File: config.mk
export PLATFORM = sky130hd
export DESIGN_NAME = cache_mem_arbiter
export DESIGN_NICKNAME = d
export VERILOG_FILES = /design/src/rtl/cache_mem_arbiter.sv
export SDC_FILE = /design/constraint.sdc
export NUM_CORES = 1
export LEC_CHECK = 0
export CAP_MARGIN = 10
export CORE_AREA = 4 4 637 639
export DETAILED_ROUTE_END_ITERATION = 8
export DIE_AREA = 0 0 641 643
export GPL_ROUTABILITY_DRIVEN = 0
export GPL_TIMING_DRIVEN = 0
export PLACE_DENSITY = 0.3
export SYNTH_ARGS = -nofsm -noshare
export SYNTH_HDL_FRONTEND = slang
export SYNTH_SLANG_ARGS = --single-unit
File: constraint.sdc
create_clock -name clk -period 2.1 [get_ports clk]
set_input_delay 0.42 -clock clk [delete_from_list [all_inputs] [get_ports clk]]
set_output_delay 0.42 -clock clk [all_outputs]
set_load 0.01 [all_outputs]
File: src/rtl/cache_mem_arbiter.sv
// Round-robin arbiter sharing the single cacheline adaptor port between the I-cache and D-cache.
// The grant is registered; address, data and response are steered combinationally to the granted client.
module cache_mem_arbiter #(
  parameter int ADDR_W = 32,
  parameter int LINE_W = 256
) (
  input  logic              clk,
  input  logic              rst,

  input  logic              i_read,
  input  logic              i_write,
  input  logic [ADDR_W-1:0] i_addr,
  input  logic [LINE_W-1:0] i_wdata,
  output logic [LINE_W-1:0] i_rdata,
  output logic              i_resp,

  input  logic              d_read,
  input  logic              d_write,
  input  logic [ADDR_W-1:0] d_addr,
  input  logic [LINE_W-1:0] d_wdata,
  output logic [LINE_W-1:0] d_rdata,
  output logic              d_resp,

  output logic              mem_read,
  output logic              mem_write,
  output logic [ADDR_W-1:0] mem_addr,
  output logic [LINE_W-1:0] mem_wdata,
  input  logic [LINE_W-1:0] mem_rdata,
  input  logic              mem_resp,

  output logic              busy
);

  typedef enum logic [1:0] {
    S_IDLE   = 2'd0,
    S_I_BUSY = 2'd1,
    S_D_BUSY = 2'd2
  } state_t;

  state_t state_reg, state_next;
  logic   last_grant_reg, last_grant_next;   // 0 = I-cache, 1 = D-cache
  logic   pending_i, pending_d;

  assign pending_i = i_read | i_write;
  assign pending_d = d_read | d_write;

  always_ff @(posedge clk or negedge rst) begin
    if (!rst) begin
      state_reg      <= S_IDLE;
      last_grant_reg <= 1'b0;
    end else begin
      state_reg      <= state_next;
      last_grant_reg <= last_grant_next;
    end
  end

  always_comb begin
    state_next      = state_reg;
    last_grant_next = last_grant_reg;
    mem_read        = 1'b0;
    mem_write       = 1'b0;
    mem_addr        = '0;
    mem_wdata       = '0;
    i_resp          = 1'b0;
    d_resp          = 1'b0;

    case (state_reg)
      S_IDLE: begin
        // On a tie, the client that was not served last wins.
        if (pending_i && pending_d) begin
          if (last_grant_reg) begin
            state_next      = S_I_BUSY;
            last_grant_next = 1'b0;
          end else begin
            state_next      = S_D_BUSY;
            last_grant_next = 1'b1;
          end
        end else if (pending_d) begin
          state_next      = S_D_BUSY;
          last_grant_next = 1'b1;
        end else if (pending_i) begin
          state_next      = S_I_BUSY;
          last_grant_next = 1'b0;
        end
      end

      S_I_BUSY: begin
        mem_addr  = i_addr;
        mem_wdata = i_wdata;
        mem_write = i_write;
        mem_read  = i_read & ~i_write;
        i_resp    = mem_resp;
        if (mem_resp) state_next = S_IDLE;
      end

      S_D_BUSY: begin
        mem_addr  = d_addr;
        mem_wdata = d_wdata;
        mem_write = d_write;
        mem_read  = d_read & ~d_write;
        d_resp    = mem_resp;
        if (mem_resp) state_next = S_IDLE;
      end

      default: state_next = S_IDLE;
    endcase
  end

  assign busy    = (state_reg != S_IDLE);
  assign i_rdata = mem_rdata;
  assign d_rdata = mem_rdata;

  // A granted client asking for read and write at once is a controller bug; write wins above.
  a_no_read_and_write: assert property (@(posedge clk) disable iff (!rst)
    !(((state_reg == S_I_BUSY) && i_read && i_write) ||
      ((state_reg == S_D_BUSY) && d_read && d_write)));

endmodule
==> summary.txt <==
Run status
  – Status: complete, but fails checks
  – Failing checks: negative setup slack

Die
  – Chip Width: 641 µm
  – I/O pins: 1,644
  – Initial core utilization: 2.01%
  – Die Height: 643 µm
  – Die area: 412,000 µm²
  – Row count: 232
  – Core area: 399,000 µm²

Layout
  – Commonest non-fill, non-tap cell in the layout: clkdlybuf4s50_1
  – Layout cells sized above 1: 44.8%
  – Area Growth Syn to Fin: 288%
  – Layout Nets: 3,516
  – Most frequent cells in the layout: clkdlybuf4s50_1 (1,095), buf_4 (630), nor2_1 (203)
  – Max FFs per register: 2

STA
  – Final hold vios: 0
  – Final setup margin: -0.586 ns
  – Final worst path period share: 128%
  – Max-Slew Margin vs Limit: 45.0%
  – Slew Limit Fails: 0
  – Fmax: 372 MHz
  – Fin Hold WS: 0.401 ns
  – Clock skew: 0.000829 ns
  – Worst slew pin tran: 0.823 ns
  – Setup violations, final: 293
  – Min cycle time layout: 2.69 ns
  – RSZ-0062 raised after global routing: true

Synth
  – Yosys warnings: 0
  – Distinct cells, synth: 20
  – Syn Area/Cell: 6.62 µm²
  – Synth Net Count: 2,053
  – Post-synthesis instance total: 1,211
  – Seq cells post-synth: 3
  – Mapped cell area: 8010 µm²
  – Post-synthesis sequential area ratio: 0.937%

Job
  – Max-cap check violation count: 0

Drt
  – WL/cell: 39.3 µm
  – Via-to-Cell Ratio: 2.08
  – Routed Antenna Nets: 0
  – # DRC: 0
  – DR iter-0 viols: 1,086
  – Vias: 16,689
  – Drt pass-1 iters: 5
  – DRT Wirelength: 316,000 µm

CTS
  – Num CTS Buffers: 3
  – Clk_lat worst skew: 0.23 ns
  – Clock Pin Slew Worst Setup and Hold Paths: 0.03 ns
  – CTS root buffer: clkbuf_16
  – CTS tree: yes
  – CTS Buffer Depth: 2
  – Hold_buf cts: 0
  – Clock sinks: 3
  – H-tree Lvls: 1

Power and ir drop
  – VDD IR max: 0.645 mV
  – Power Density: 833 nW/µm²
  – Total power: 25.9 mW
  – Cell leakage power: 10.8 nW

GRT
  – Vias in the first global route: 15,673
  – First-pass GRT wire length: 350,000 µm
  – Initial antenna violation count: 337
  – Remaining Overflow, GRT: 0
  – Largest net degree at the start of global routing: 11
  – Global Route Usage Sum: 14.6%

Worst setup path
  – Largest delay share family, worst path: buffers and inverters
  – Worst EP required: 1.68 ns
  – Setup CP Type: reg2out
  – CP Buf/Inv Count: 4
  – Element type at the critical path end: output pin
  – Crit-path max cell delay: 0.58 ns
  – Critical path arrival: 2.27 ns
  – Slowest-stage cell, CP: a22oi_2
  – Setup crit start kind: flop
  – Most frequent CP cell: buf_12
  – Crit-path max FO: 10
  – Worst-path cell chain: ha_4 -> buf_12 -> buf_12 -> buf_12 -> a22oi_2 -> nor2_1 -> buf_4

Placed design
  – Detail Placement HPWL: 303,000 µm
  – Post-Place Setup Slack: -1.97 ns
  – Port Buffer Count: 1,387

Hold path
  – Worst min path class: in2async
==> layer usage <==
layer | track usage (%) | vias up | part of all wire (%)
met5 | 0 | - | 0.32
met4 | 2.04 | 146 | 2.3
met3 | 9.35 | 588 | 14
met2 | 25.1 | 1568 | 48
met1 | 15.1 | 7702 | 36
li1 | - | 6685 | -
==> worst reg2reg max path: stages (launching register included) <==
cell and delay (ns):
dfrtp_1 0.38, inv_2 0.09, buf_6 0.11, ha_4 0.20, inv_6 0.08, buf_12 0.15
a2bb2oi_1 0.23, o32ai_1 0.12
==> final cells by class <==
cell class | instances | area [µm²]
Fill cell | 46715 | 368000
Clock buffer | 4 | 78.8
Multi-Input combinational cell | 596 | 4480
Sequential cell | 3 | 75.1
Buffer | 604 | 5220
Timing Repair Buffer | 1462 | 14400
Inverter | 4 | 20.0
Tap cell | 5265 | 6590
Antenna cell | 82 | 205
==> synth_stat cells <==
| cell type | instances | area [µm²] |
|---|---|---|
| dfrtp_1 | 3 | 75.1 |
| buf_6 | 30 | 338 |
| clkbuf_1 | 9 | 33.8 |
| ha_1 | 3 | 37.5 |
| nand3b_1 | 1 | 7.51 |
| inv_1 | 4 | 15.0 |
| o21ai_0 | 4 | 20.0 |
| o21a_1 | 1 | 7.51 |
| o21ai_1 | 1 | 5.00 |
| buf_4 | 517 | 3880 |
| a22oi_1 | 289 | 2170 |
| nand3b_2 | 1 | 11.3 |
| a2bb2oi_1 | 1 | 8.76 |
| nor2_1 | 289 | 1080 |
| buf_2 | 52 | 260 |
| o32ai_1 | 1 | 8.76 |
| a21oi_2 | 1 | 8.76 |
| nor4_4 | 1 | 21.3 |
| o22ai_1 | 1 | 6.26 |
| and2_1 | 2 | 12.5 |
==> stage by stage <==
stage	util, %	TNS (ns)	cell area, µm²	cells
floorplan	-	0	8010	1211
global placement	7.14	-553.86	28500	7863
detailed placement	7.14	-352.20	28500	7864
CTS	7.45	-128.91	29700	7893
global route	7.75	-115.43	30900	7962
finish	7.79	-91.46	31100	8020
==> repair_timing <==
item | CTS | global route
setup endpoints to repair | 293 | 293
resized for setup | 1280 | 814
setup buffers | 22 | 46
cloned | 3 | 4
endpoints found under the hold margin | 0 | 0
pin swaps | 89 | 85
==> report_power, final <==
group	switching [mW]	internal, mW
Clock	0.0558	0.251
Combinational	15.1	10.3
Sequential	0.0200	0.0847
Total	15.2	10.7
==> final timing paths <==
path / start / end / slack (ns) / depth (start not counted)
max in group asynchronous: rst / state_reg[1]$_DFFE_PN0P_ / 1.55 / 1
min in group clk: last_grant_reg$_DFFE_PN0P_ / last_grant_reg$_DFFE_PN0P_ / 0.53 / 2
worst min register to register: last_grant_reg$_DFFE_PN0P_ / last_grant_reg$_DFFE_PN0P_ / 0.53 / 2
worst max-delay path: state_reg[1]$_DFFE_PN0P_ / mem_wdata[152] / -0.59 / 7
worst max register to register: state_reg[0]$_DFFE_PN0P_ / state_reg[0]$_DFFE_PN0P_ / 0.60 / 7
worst min-delay path: rst / state_reg[0]$_DFFE_PN0P_ / 0.40 / 1
==> logic make-up after synthesis <==
| kind of cell | after synthesis | synth area share (%) |
|---|---|---|
| buffers and inverters | 612 | 56.5 |
| flip-flops | 3 | 0.937 |
| adder cells (fa/ha/maj) | 3 | 0.469 |
| AND/OR/NAND/NOR | 294 | 14.2 |
| AO/OA/AOI/OAI | 299 | 27.9 |
(Power assumes the default switching activity.)
